File: config.mk
export PLATFORM = sky130hd
export DESIGN_NAME = fsm_op_sequencer
export DESIGN_NICKNAME = d
export VERILOG_FILES = /design/src/rtl/fsm_op_sequencer.sv
export SDC_FILE = /design/constraint.sdc
export NUM_CORES = 1
export LEC_CHECK = 0
export CAP_MARGIN = 10
export CORE_MARGIN = 4
export CORE_UTILIZATION = 45
export DETAILED_ROUTE_END_ITERATION = 10
export PLACE_DENSITY = 0.73
export SLEW_MARGIN = 20
export SYNTH_ARGS = -nofsm -noshare
export SYNTH_HDL_FRONTEND = slang
export SYNTH_SLANG_ARGS = --single-unit
export TNS_END_PERCENT = 50
File: constraint.sdc
create_clock -name clk_i -period 7 [get_ports clk_i]
set_clock_uncertainty 0.05 [all_clocks]
set_input_delay 1.05 -clock clk_i [delete_from_list [all_inputs] [get_ports clk_i]]
set_output_delay 1.05 -clock clk_i [all_outputs]
set_load 0.02 [all_outputs]
File: src/rtl/fsm_op_sequencer.sv
// Command-level sequencer for one nibble-serial fsm_design datapath: loads operands,
// plays an opcode program, steers the FSM to OUTPUT and returns the assembled result.
module fsm_op_sequencer #(
   parameter int N          = 64,
   parameter int N_width    = 4,
   parameter int PROG_DEPTH = 8,
   parameter int WD_LIMIT   = 15
) (
   input  logic                          clk_i,
   input  logic                          rst_i,
   input  logic                          cmd_valid_i,
   output logic                          cmd_ready_o,
   input  logic [N-1:0]                  cmd_a_i,
   input  logic [N-1:0]                  cmd_b_i,
   input  logic [2*PROG_DEPTH-1:0]       cmd_prog_i,
   input  logic [$clog2(PROG_DEPTH):0]   cmd_len_i,
   output logic                          res_valid_o,
   input  logic                          res_ready_i,
   output logic [N-1:0]                  res_data_o,
   output logic                          busy_o,
   output logic                          error_o,
   output logic                          dp_start_o,
   output logic                          dp_input_enable_o,
   output logic [N_width-1:0]            dp_a_o,
   output logic [N_width-1:0]            dp_b_o,
   output logic [1:0]                    dp_op_val_o,
   input  logic [3:0]                    dp_state_i,
   input  logic                          dp_output_valid_i,
   input  logic [N_width-1:0]            dp_out_i
);

   localparam int K   = N / N_width;
   localparam int LW  = $clog2(PROG_DEPTH) + 1;
   localparam int IW  = (K > 1) ? $clog2(K) : 1;
   localparam int WDW = $clog2(WD_LIMIT + 1);

   localparam logic [3:0] DP_IDLE   = 4'd8;
   localparam logic [3:0] DP_INPUT  = 4'd9;

   typedef enum logic [2:0] {
      S_IDLE, S_START, S_LOAD, S_RUN, S_DRAIN, S_COLLECT, S_DONE, S_ERR
   } state_t;

   typedef struct packed {
      logic [N-1:0]            a;
      logic [N-1:0]            b;
      logic [2*PROG_DEPTH-1:0] prog;
      logic [LW-1:0]           len;
   } cmd_t;

   state_t         state_q, state_d;
   cmd_t           cmd_q, cmd_d;
   logic [IW-1:0]  idx_q, idx_d;
   logic [LW-1:0]  pc_q, pc_d;
   logic [WDW-1:0] wd_q, wd_d;
   logic [N-1:0]   res_q, res_d;
   logic           err_q, err_d;

   always_ff @(posedge clk_i) begin
      if (rst_i) begin
         state_q <= S_IDLE;
         cmd_q   <= '0;
         idx_q   <= '0;
         pc_q    <= '0;
         wd_q    <= '0;
         res_q   <= '0;
         err_q   <= 1'b0;
      end else begin
         state_q <= state_d;
         cmd_q   <= cmd_d;
         idx_q   <= idx_d;
         pc_q    <= pc_d;
         wd_q    <= wd_d;
         res_q   <= res_d;
         err_q   <= err_d;
      end
   end

   always_comb begin
      state_d           = state_q;
      cmd_d             = cmd_q;
      idx_d             = idx_q;
      pc_d              = pc_q;
      wd_d              = '0;
      res_d             = res_q;
      err_d             = err_q;
      cmd_ready_o       = 1'b0;
      res_valid_o       = 1'b0;
      dp_start_o        = 1'b0;
      dp_input_enable_o = 1'b0;
      dp_a_o            = '0;
      dp_b_o            = '0;
      dp_op_val_o       = 2'd0;

      case (state_q)
         S_IDLE: begin
            cmd_ready_o = !rst_i;
            if (cmd_valid_i && !rst_i) begin
               cmd_d.a    = cmd_a_i;
               cmd_d.b    = cmd_b_i;
               cmd_d.prog = cmd_prog_i;
               cmd_d.len  = (cmd_len_i > LW'(PROG_DEPTH)) ? LW'(PROG_DEPTH) : cmd_len_i;
               err_d      = 1'b0;
               state_d    = S_START;
            end
         end
         S_START: begin
            dp_start_o = 1'b1;
            if (dp_state_i == DP_IDLE) begin
               idx_d   = '0;
               state_d = S_LOAD;
            end
         end
         S_LOAD: begin
            dp_input_enable_o = 1'b1;
            dp_a_o            = cmd_q.a[idx_q*N_width +: N_width];
            dp_b_o            = cmd_q.b[idx_q*N_width +: N_width];
            if (dp_state_i != DP_INPUT) begin
               state_d = S_ERR;
            end else if (idx_q == IW'(K-1)) begin
               pc_d    = '0;
               state_d = (cmd_q.len == '0) ? S_DRAIN : S_RUN;
            end else begin
               idx_d = idx_q + IW'(1);
            end
         end
         S_RUN: begin
            dp_op_val_o = cmd_q.prog[pc_q*2 +: 2];
            if (dp_state_i[3]) begin
               state_d = S_ERR;
            end else if (pc_q == cmd_q.len - LW'(1)) begin
               state_d = S_DRAIN;
            end else begin
               pc_d = pc_q + LW'(1);
            end
         end
         S_DRAIN: begin
            // Shortest route to OUTPUT: S0-S3 hop up, S7-S5 step down to S4, S4 exits.
            case (dp_state_i)
               4'd0, 4'd1, 4'd2, 4'd3: dp_op_val_o = 2'd2;
               4'd4:                   dp_op_val_o = 2'd1;
               default:                dp_op_val_o = 2'd0;
            endcase
            if (dp_output_valid_i) begin
               res_d[N_width-1:0] = dp_out_i;
               idx_d              = IW'(1);
               state_d            = S_COLLECT;
            end
         end
         S_COLLECT: begin
            if (!dp_output_valid_i) begin
               state_d = S_ERR;
            end else begin
               res_d[idx_q*N_width +: N_width] = dp_out_i;
               if (idx_q == IW'(K-1)) state_d = S_DONE;
               else                   idx_d   = idx_q + IW'(1);
            end
         end
         S_DONE: begin
            res_valid_o = 1'b1;
            if (res_ready_i) state_d = S_IDLE;
         end
         S_ERR: begin
            state_d = S_IDLE;
         end
         default: state_d = S_IDLE;
      endcase

      // Watchdog only runs while waiting on the datapath and restarts on any state change.
      if ((state_q == S_START || state_q == S_DRAIN) && state_d == state_q) begin
         if (wd_q == WDW'(WD_LIMIT-1)) state_d = S_ERR;
         else                          wd_d    = wd_q + WDW'(1);
      end

      if (state_d == S_ERR) err_d = 1'b1;
   end

   assign busy_o     = (state_q != S_IDLE);
   assign error_o    = err_q;
   assign res_data_o = res_q;

endmodule

* Yosys cells after proc, flatten, opt, wreduce, memory -nomap -nowiden
Cells that the tools add are included.
Storage, ports and cells: input bits 161, word-level logic and storage cells 110, bits in registers 228
Cells by class: $lt $le $gt $ge 1, reduce and logical (&&, ||, !) cells 21, add/sub/neg operators 5, muxes and demuxes 41, bitwise logic cells 1, shift-type cells 5, eq/ne operators 25
Operators by type and width (count):
- $shiftx 64x7->4 | 2
- $bwmux 64 | 1
- $shift 4x34->64 const A | 1
- $shiftx 4x34->64 | 1
- $mux 4 | 14
- $mux 3 | 13
- $neg 6->34 | 1
- $pmux 3 s8 | 1
- $pmux 4 s2 | 2
- $pmux 4 s4 | 1
- $shiftx 16x6->2 | 1
- $eq 3x3->1 const B | 5
- $ne 2x2->1 const B | 7
- $add 4x1->4 const B | 3
- $eq 4x4->1 const B | 3
- $reduce_and 5->1 | 2
- $eq 4x2->1 const B | 2
- $logic_not 4->1 | 2
- $pmux 2 s2 | 2
- $reduce_bool 2->1 | 4
- $mux 1 | 7
- $eq 3x2->1 const B | 2
- $reduce_and 2->1 | 3
- $eq 4x1->1 const B | 1
- 17 further kinds | 18

* Longest topological paths before layout
Gate-level depths: netlist of run 1.
word-level depth 11, mapped depth 11

* Worst setup path after synthesis of run 1
No wires, ideal clock.
path type input port to output port, start input rst_i, end output cmd_ready_o, stages 4, data required time 5.900 ns, data arrival time 2.052 ns, path slack 3.848 ns, cells stage by stage clkbuf_1 clkbuf_1 buf_1 nor2_1
Between the ends: word-level cells in the longest chain between the ends 2
RTL lines:
- start: declaration | line 10 | input logic rst_i,
- $logic_not 1->1 | line 97 | cmd_ready_o = !rst_i;
- $mux 1 | line 95 | case (state_q)
- end: declaration | line 12 | output logic cmd_ready_o,
Every way passes these cells.

* Final worst setup path of run 1
start register idx_q[0], end output dp_a_o[1]
Between the ends: word-level cells in the longest chain between the ends 2
RTL lines:
- start: declaration | line 53 | logic [IW-1:0] idx_q, idx_d;
- start signal: assignment | line 71 | idx_q <= idx_d;
- $shiftx 64x7->4 | line 116 | dp_a_o = cmd_q.a[idx_q*N_width +: N_width];
- $mux 4 | line 95
- end: declaration | line 24 | output logic [N_width-1:0] dp_a_o,
Every way passes these cells.

==> qor.csv, run 1 <==
stage,metric,value,unit
run_status,status,finished clean,
clock_network,htree_num_levels,1,
synth,synth_edf_count,0,
floorplanning,initial_core_util,0.461,
synth,synth_warnings,0,
timing,setup-tns-final,0,ps
routing,drc,0,
job,maxCapViolCount,0,
timing,fmax,0.230,GHz
worst_hold_path,whs_path_depth,2,
worst_setup_path,r2r-end,res_data_o[60]$_SDFFE_PP0P_,
timing,timing.final.crit_share,0.622,
placement,place_hpwl,20300,µm
worst_setup_path,crit_chain,"mux4_2, mux4_2, and2_1, clkdlybuf4s50_1",
synth,ys_types,62,
synth,synth.area.top_cells,"dfxtp_1 (45%), nand2_1 (13%), mux4_2 (9.8%)",
timing,fin_crit,4360,ps
grt,grt_start_max_net_pins,219,
synth,synth.net_count,1343,
clock_network,hold_buffers,0,
worst_setup_path,slowest_stage,dfxtp_4,
cells_and_area,stdcell_count,1654,
worst_setup_path,critPathTopFamily,multiplexers,
routing,viasPerCell,5.33,
routing,totalWireLength,28300,µm
worst_hold_path,holdCritStartpoint,cmd_q[79]$_SDFFE_PP0P_,
cells_and_area,fin_area,0.0134,mm²
cells_and_area,diodes,0,
clock_network,cts_setup_buffers,0,
clock_network,cts_tree,built,
placement,place_congestion,0.883,
worst_setup_path,cp_slowest_stage_delay,890,ps
routing,wl_per_cell,17.1,µm
worst_hold_path,min_to,cmd_q[79]$_SDFFE_PP0P_,
synth,synth_top_cells_by_count,"nand2_1 (342), dfxtp_1 (228), o21ai_0 (96)",
grt,grt_remaining_overflow,0,
floorplanning,die_width,158,µm
worst_setup_path,crit_type,reg2out,
floorplanning,pin_count,241,
worst_setup_path,start_kind,flip-flop,
worst_setup_path,critPathMaxFanout,48,
clock_network,path_clk_slew,60,ps
synth,synth_seq_cells,228,
cells_and_area,fill_cells,1900,
worst_setup_path,rr_worst_depth,7,
placement,place_area,0.0125,mm²
timing,finalSetupViolations,0,
routing,dr_total_vias,8814,
timing,hold_viol_final,0,
grt,grt_pass1_wl,44100,µm
synth,synth_top_area_cell,dfxtp_1,
power,p_leak,4.82,nW
routing,dr.pass1.iters,7,
worst_setup_path,crit_top_cell,mux4_2,
floorplanning,design.die.area,0.0250,mm²
placement,dpl.cell_count,1608,
synth,synth_most_common_cell,nand2_1,
placement,dp_slack,3070,ps
worst_setup_path,worstSetupStartpoint,idx_q[0]$_SDFFE_PP0P_,
timing,slew_headroom,0.295,
synth,synthFlopType,dfxtp_1,
grt,antenna_found_initial,0,
routing,drt_iter0_markers,630,
timing,finalWorstSetupSlack,2640,ps
clock_network,clock_sinks,228,
worst_hold_path,hold_class,reg2reg,
cells_and_area,layout.nets,1526,
synth,synth_seq_area_share,0.449,
worst_setup_path,worst-path-buf-inv,1,
power,p_per_area,239,mW/mm²
cells_and_area,drive_above_1_share,0.0852,
floorplanning,die_y,158,µm
clock_network,worstSkewPairLatency,520,ps
floorplanning,num_rows,54,
synth,synth_area_per_cell,8.67,µm²
cells_and_area,fin_util,0.609,
clock_network,cts_buffers,25,
clock_network,clock_path_buffers,3,
synth,synthDominantCellAreaShare,0.449,
grt,track_usage,0.218,
floorplanning,core,0.0220,mm²
grt,grt_pass1_vias,8323,
timing,rsz0062_at_grt,no,
cells_and_area,areaGrowthSynthToFinish,32.0,%
routing,antenna_left,0,
synth,syn_area,0.0102,mm²
power,max-vdd-ir-drop,0.000157,V
clock_network,cts_root_buf,clkbuf_16,
timing,final_max_slew_viol_count,0,
worst_setup_path,critPathArrivalTime,3260,ps
worst_setup_path,cp.required,5900,ps
worst_setup_path,rrSetupSlack,3910,ps
placement,port_buffers,240,
worst_setup_path,crit_path_end_kind,primary output,
synth,synthArstFlopShare,0,
synth,syn_inst,1172,
worst_setup_path,r2r_start,idx_q[1]$_SDFFE_PP0P_,
timing,worst_slew_pin_slew,1060,ps
clock_network,cts_resized,0,
## layout make-up
| cell class | count | area [µm²] | share of cell area |
|---|---|---|---|
| Multi-Input combinational cell | 838 | 5100 | 0.380 |
| Sequential cell | 228 | 4570 | 0.341 |
| Timing Repair Buffer | 247 | 2460 | 0.184 |
| Clock buffer | 31 | 688 | 0.0513 |
| Tap cell | 280 | 350 | 0.0261 |
| Clock inverter | 15 | 183 | 0.0136 |
| Inverter | 15 | 58.8 | 0.00439 |
## worst min-delay path, delay by kind of cell (launching register included)
family          cells  cell delay (ps)
compound gates      1               50
flops               1              310
simple gates        1               50
## sequential cells by signal (all words and copies together) (netlist names)
signal and flops:
error_o 1, idx_q 4, wd_q 4, pc_q 4
res_data_o 64, cmd_q 148, state_q 3
## power by group
group | internal [mW] | switching, mW
Combinational | 0.205 | 0.169
Clock | 0.845 | 0.528
Sequential | 1.38 | 0.0723
## through the flow
step	power (mW)	hold WS [ps]
final	3.20	396
after floorplan	1.69	375
after detailed placement	1.85	390
after global placement	1.84	385
after global routing	3.33	414
after CTS	3.23	398
## cells in the final DEF, fill, tap and decap left out, types with 6 or more instances in the layout
master / instances
a21oi_1: 44
nor2_1: 47
nand2_1: 342
nor3_1: 9
o21ai_0: 96
mux4_2: 44
nand2b_1: 6
o21ai_1: 63
dfxtp_1: 226
and3_1: 6
clkinv_2: 8
inv_1: 12
nand3b_1: 6
clkdlybuf4s50_1: 239
and2_1: 25
clkbuf_16: 25
buf_4: 6
mux2i_1: 37
nand3_1: 34
ha_1: 10
## worst max-delay path by stage
stage	slack, ps	to	cells past startpoint
3_3_place_gp	3060	dp_op_val_o[0]	5
2_1_floorplan	3850	cmd_ready_o	4
4_1_cts	2590	dp_a_o[1]	4
6_report	2640	dp_a_o[1]	4
5_1_grt	2500	dp_a_o[3]	4
3_5_place_dp	3070	dp_op_val_o[0]	5
## cell families (layout without fill, tap and decap cells)
| kind of cell | count (synthesis) | in the layout | share of synthesized area |
|---|---|---|---|
| simple gates | 504 | 504 | 0.219 |
| compound gates | 235 | 235 | 0.128 |
| xor+xnor | 8 | 8 | 0.00838 |
| mux | 81 | 81 | 0.134 |
| fa+ha+maj | 10 | 10 | 0.0123 |
| buf+inv | 106 | 308 | 0.0494 |
| flops | 228 | 228 | 0.449 |
## per-layer routing
metal  routed length [µm]  vias up  GRT usage
met4                  433        0     0.0459
met2                13100      280      0.349
met3                 1980       29     0.0380
li1                     -     4378          -
met5                    0        -          0
met1                12800     4127      0.312
(Power assumes the default switching activity.)
==> run 2: changes to the inputs <==
==> constraint.sdc (replaced) <==
create_clock -name clk_i -period 4.05 [get_ports clk_i]
set_clock_uncertainty 0.05 [all_clocks]
set_input_delay 0.6075 -clock clk_i [delete_from_list [all_inputs] [get_ports clk_i]]
set_output_delay 0.6075 -clock clk_i [all_outputs]
set_load 0.02 [all_outputs]
==> run 2 against run 1 <==
Compared with the run above: non-clock buffer count grew 5; via count is 1.5% higher; sequential power grew 73%; die area unchanged; sequential cell count is the same; combinational power is 77% higher; core utilization rose by 0.62 points; final area is 1.0% higher; final cell count up 0.42%; count of clock-buffer cells in the layout is 6 higher; setup slack worse by 2500 ps; sequential share of layout area down 0.34 points; largest power group unchanged.
==> qor.csv, run 2 (same netlist as run 1, synthesis figures left out) <==
stage,metric,value,unit,change
clock_network,worstSkewPairLatency,520,ps,about the same
timing,fin_crit,3890,ps,
placement,place_congestion,0.874,,-1.0%
routing,wl_per_cell,17.5,µm,+2.0%
worst_hold_path,hold_class,reg2reg,,
power,p_clk_frac,0.439,,+0.010
clock_network,cts_resized,0,,unchanged
cells_and_area,areaGrowthSynthToFinish,33.4,%,
routing,antenna_left,0,,unchanged
timing,finalSetupViolations,0,,unchanged
cells_and_area,fin_util,0.615,,+0.00619
power,p_per_area,418,mW/mm²,+75%
power,internal-power,4.33,mW,+78%
grt,grt_remaining_overflow,0,,unchanged
worst_setup_path,cp_slowest_stage_delay,860,ps,-30 ps
worst_setup_path,crit_type,reg2out,,
power,power_frac_seq,0.444,,-0.009
clock_network,cts_setup_buffers,0,,unchanged
cells_and_area,fill_cells,1884,,-0.84%
worst_setup_path,crit_top_cell,mux4_2,,
clock_network,cts_buffers,25,,unchanged
routing,dr.pass1.iters,5,,-2
power,max-vdd-ir-drop,0.000225,V,+44%
power,power,5.66,mW,+77%
timing,setup-tns-final,0,ps,unchanged
cells_and_area,drive_above_1_share,0.0863,,+0.00114
timing,finalWorstSetupSlack,162,ps,-2480 ps
clock_network,hold_buffers,0,,unchanged
floorplanning,design.die.area,0.0250,mm²,unchanged
clock_network,clock_path_buffers,3,,unchanged
cells_and_area,max_flop_register,cmd_q,,
job,maxCapViolCount,0,,unchanged
clock_network,cts_tree,built,,
grt,grt_pass1_wl,45300,µm,+2.8%
grt,track_usage,0.225,,+0.00722
routing,dr_total_vias,8949,,+1.5%
floorplanning,die_y,158,µm,unchanged
timing,hold_viol_final,0,,unchanged
worst_setup_path,cp.required,3390,ps,-2510 ps
cells_and_area,final_common_cell,nand2_1,,
timing,timing.final.crit_share,0.960,,
placement,dp_slack,670,ps,-2400 ps
clock_network,clock_sinks,228,,unchanged
placement,place_hpwl,20800,µm,+2.4%
routing,drc,0,,unchanged
placement,port_buffers,240,,unchanged
power,p_sw_frac,0.236,,-0.00494
worst_setup_path,slowest_stage,dfxtp_4,,
timing,whs,400,ps,+3.63 ps
clock_network,htree_num_levels,1,,unchanged
run_status,status,finished clean,,
worst_setup_path,critPathMaxFanout,48,,unchanged
cells_and_area,final_cell_mix,"nand2_1 (342), clkdlybuf4s50_1 (239), dfxtp_1 (226)",,
cells_and_area,stdcell_count,1661,,+0.42%
routing,viasPerCell,5.39,,+1.1%
power,combPwrFrac,0.117,,about the same
floorplanning,die_width,158,µm,unchanged
clock_network,path_clk_slew,60,ps,about the same
routing,totalWireLength,29000,µm,+2.4%
worst_setup_path,crit_chain,"mux4_2, mux4_2, and2_1, clkdlybuf4s50_1",,
floorplanning,initial_core_util,0.461,,unchanged
timing,fmax,0.257,GHz,
grt,grt_start_max_net_pins,95,,-57%
cells_and_area,largest_reg_flops,148,,unchanged
floorplanning,pin_count,241,,unchanged
grt,grt_pass1_vias,8418,,+1.1%
worst_setup_path,crit_path_end_kind,primary output,,
routing,drt_iter0_markers,647,,+2.7%
power,switching_power,1.34,mW,+73%
timing,worst_slew_pin_slew,1010,ps,-49.3 ps
floorplanning,num_rows,54,,unchanged
timing,rsz0062_at_grt,no,,
cells_and_area,layout.nets,1531,,+0.33%
placement,place_area,0.0126,mm²,+0.70%
worst_setup_path,start_kind,flip-flop,,
worst_setup_path,critPathArrivalTime,3230,ps,-30 ps
floorplanning,core,0.0220,mm²,unchanged
grt,antenna_found_initial,3,,+3
placement,dpl.cell_count,1613,,+0.31%
timing,final_max_slew_viol_count,0,,unchanged
timing,slew_headroom,0.328,,+0.0329
clock_network,cts_root_buf,clkbuf_16,,
cells_and_area,fin_area,0.0135,mm²,+1.0%
power,p_leak,4.88,nW,+1.2%
-- run 2: cell count changes in the layout (fill, tap and decap cells not counted), sizes merged --
cell      change
clkinvlp      -1
buf           +5
bufinv        +1
inv           -1
clkinv        -5
clkbuf        +6
diode         +2
-- run 2: routing by layer --
metal / up-vias / part of all wire / GRT usage
li1: 4383 / - / -
met1: 4210 / 0.45 / 0.327
met2: 310 / 0.46 / 0.358
met3: 46 / 0.069 / 0.0314
met4: 0 / 0.022 / 0.0528
met5: - / 0 / 0
-- run 2: final cells by class --
cell class	instances	area (µm²)	area share
Multi-Input combinational cell	838	5100	0.376
Sequential cell	228	4570	0.337
Timing Repair Buffer	252	2550	0.188
Clock buffer	37	741	0.0547
Tap cell	280	350	0.0259
Clock inverter	9	174	0.0128
Inverter	15	58.8	0.00434
Antenna cell	2	5.00	0.000369
-- run 2: final timing paths --
check                          from                           to  slack, ps  cells past startpoint
max           idx_q[0]$_SDFFE_PP0P_                    dp_a_o[1]        160                      4
min          cmd_q[89]$_SDFFE_PP0P_       cmd_q[89]$_SDFFE_PP0P_        400                      2
max reg2reg   idx_q[1]$_SDFFE_PP0P_  res_data_o[18]$_SDFFE_PP0P_        960                      7
min reg2reg  cmd_q[89]$_SDFFE_PP0P_       cmd_q[89]$_SDFFE_PP0P_        400                      2
-- run 2: worst max-delay path, delay by kind of cell (launching register included) --
family        cells  cell delay, ps
simple gates      1             170
flops             1             860
mux               2            1060
buf+inv           1             580
-- run 2: power groups by stage --
stage	logic, mW	registers, mW	clock network [mW]
final	0.663	2.51	2.49
after global placement	0.644	2.56	0
after detailed placement	0.656	2.56	0
after floorplan	0.451	2.48	0
after global routing	0.725	2.53	2.63
after CTS	0.663	2.51	2.52
==> run 3: changes to the inputs <==
--- a/config.mk
+++ b/config.mk
@@ -8,6 +8,7 @@
 export CAP_MARGIN = 10
 export CORE_MARGIN = 4
 export CORE_UTILIZATION = 45
+export CTS_CLUSTER_SIZE = 40
 export DETAILED_ROUTE_END_ITERATION = 10
 export PLACE_DENSITY = 0.73
 export SLEW_MARGIN = 20
==> run 3 against run 2 <==
Compared with the run above: die area unchanged; sequential cell count stayed put; global-route usage hardly changed; critical path depth did not move; hold slack better by 1.0 ps; sequential power about the same.
==> qor.csv, run 3 (same netlist as run 1, synthesis figures left out) <==
stage,metric,value,unit,change
power,p_leak,4.86,nW,-0.22%
placement,place_area,0.0126,mm²,unchanged
job,maxCapViolCount,0,,unchanged
grt,grt_pass1_wl,45300,µm,about the same
power,power,5.62,mW,-0.79%
routing,totalWireLength,29000,µm,about the same
worst_setup_path,start_kind,flip-flop,,
worst_setup_path,crit_path_end_kind,primary output,,
timing,fin_crit,3900,ps,+9.47 ps
routing,drt_iter0_markers,600,,-7.3%
routing,dr.pass1.iters,5,,unchanged
placement,dp_slack,670,ps,unchanged
grt,track_usage,0.225,,+0.000244
worst_setup_path,crit_type,reg2out,,
cells_and_area,areaGrowthSynthToFinish,33.2,%,
cells_and_area,max_flop_register,cmd_q,,
routing,wl_per_cell,17.4,µm,about the same
timing,final_max_slew_viol_count,0,,unchanged
routing,antenna_left,0,,unchanged
cells_and_area,final_common_cell,nand2_1,,
floorplanning,core,0.0220,mm²,unchanged
cells_and_area,layout.nets,1531,,unchanged
clock_network,cts_root_buf,clkbuf_16,,
timing,hold_viol_final,0,,unchanged
cells_and_area,fin_area,0.0135,mm²,-0.14%
power,switching_power,1.34,mW,+0.61%
timing,rsz0062_at_grt,no,,
placement,dpl.cell_count,1613,,unchanged
placement,place_hpwl,20800,µm,unchanged
clock_network,clock_sinks,228,,unchanged
clock_network,cts_setup_buffers,0,,unchanged
clock_network,htree_num_levels,1,,unchanged
routing,drc,0,,unchanged
floorplanning,pin_count,241,,unchanged
clock_network,path_clk_slew,60,ps,about the same
power,combPwrFrac,0.118,,about the same
routing,viasPerCell,5.36,,-0.56%
worst_hold_path,hold_class,reg2reg,,
cells_and_area,final_cell_mix,"nand2_1 (342), clkdlybuf4s50_1 (239), dfxtp_1 (226)",,
timing,setup-tns-final,0,ps,unchanged
timing,finalWorstSetupSlack,153,ps,-9.47 ps
floorplanning,die_y,158,µm,unchanged
timing,finalSetupViolations,0,,unchanged
timing,slew_headroom,0.330,,+0.00144
grt,grt_start_max_net_pins,95,,unchanged
run_status,status,finished clean,,
timing,fmax,0.257,GHz,-0.24%
power,p_sw_frac,0.239,,+0.00332
routing,dr_total_vias,8899,,-0.56%
grt,grt_pass1_vias,8435,,+0.20%
power,internal-power,4.28,mW,-1.2%
cells_and_area,largest_reg_flops,148,,unchanged
floorplanning,initial_core_util,0.461,,unchanged
clock_network,clock_path_buffers,3,,unchanged
cells_and_area,drive_above_1_share,0.0870,,+0.000725
power,max-vdd-ir-drop,0.000263,V,+17%
clock_network,hold_buffers,0,,unchanged
grt,grt_remaining_overflow,0,,unchanged
power,p_clk_frac,0.435,,-0.004
power,p_per_area,415,mW/mm²,-0.65%
worst_setup_path,critPathArrivalTime,3240,ps,about the same
floorplanning,design.die.area,0.0250,mm²,unchanged
cells_and_area,stdcell_count,1661,,unchanged
worst_setup_path,cp.required,3390,ps,about the same
clock_network,cts_resized,0,,unchanged
timing,whs,401,ps,+1.04 ps
placement,port_buffers,240,,unchanged
placement,place_congestion,0.874,,unchanged
clock_network,cts_buffers,25,,unchanged
timing,worst_slew_pin_slew,1010,ps,-2.16 ps
grt,antenna_found_initial,3,,unchanged
cells_and_area,fin_util,0.614,,-0.000852
timing,timing.final.crit_share,0.962,,+0.00234
worst_setup_path,critPathMaxFanout,48,,unchanged
clock_network,worstSkewPairLatency,520,ps,about the same
clock_network,cts_tree,built,,
floorplanning,num_rows,54,,unchanged
power,power_frac_seq,0.447,,+0.003
floorplanning,die_width,158,µm,unchanged
run 3: cell types whose count changed in the layout (fill, tap and decap cells not counted), sizes merged:
cell and delta:
clkinv +3, clkinvlp +1, clkbuf -4
run 3: power groups by stage:
stage / Clock [mW] / Combinational, mW / Sequential, mW
floorplan: 0 / 0.451 / 2.48
global placement: 0 / 0.644 / 2.56
detailed placement: 0 / 0.656 / 2.56
CTS: 2.49 / 0.662 / 2.51
global route: 2.58 / 0.725 / 2.53
finish: 2.44 / 0.663 / 2.51
run 3: final cells by class:
cell class              instances  area, µm²
well taps                     280        350
inverters                      15       58.8
fillers                      1886       8500
clock buffers                  33        696
repair buffers                252       2550
clock inverters                13        200
flip-flops and latches        228       4570
multi-input cells             838       5100
diodes                          2       5.00
run 3: metal layers:
metal  vias up  wire length, µm  GRT usage  share of wire
li1       4383                -          -              -
met1      4161            13100      0.328           0.45
met2       312            13300      0.357           0.46
met3        43             1970     0.0298          0.068
met4         0              640     0.0573          0.022
met5         -                0          0              0
run 3: final timing paths:
check / start / end / slack, ps / depth (start not counted)
setup / recovery: idx_q[0]$_SDFFE_PP0P_ / dp_a_o[1] / 150 / 4
hold / removal: cmd_q[88]$_SDFFE_PP0P_ / cmd_q[88]$_SDFFE_PP0P_ / 400 / 2
setup reg to reg: idx_q[1]$_SDFFE_PP0P_ / res_data_o[18]$_SDFFE_PP0P_ / 960 / 7
hold reg to reg: cmd_q[88]$_SDFFE_PP0P_ / cmd_q[88]$_SDFFE_PP0P_ / 400 / 2
run 3: critical path: stages (launching register included):
cell             delay [ps]
dfxtp_4                 850
mux4_2                  590
mux4_2                  470
and2_1                  170
clkdlybuf4s50_1         590
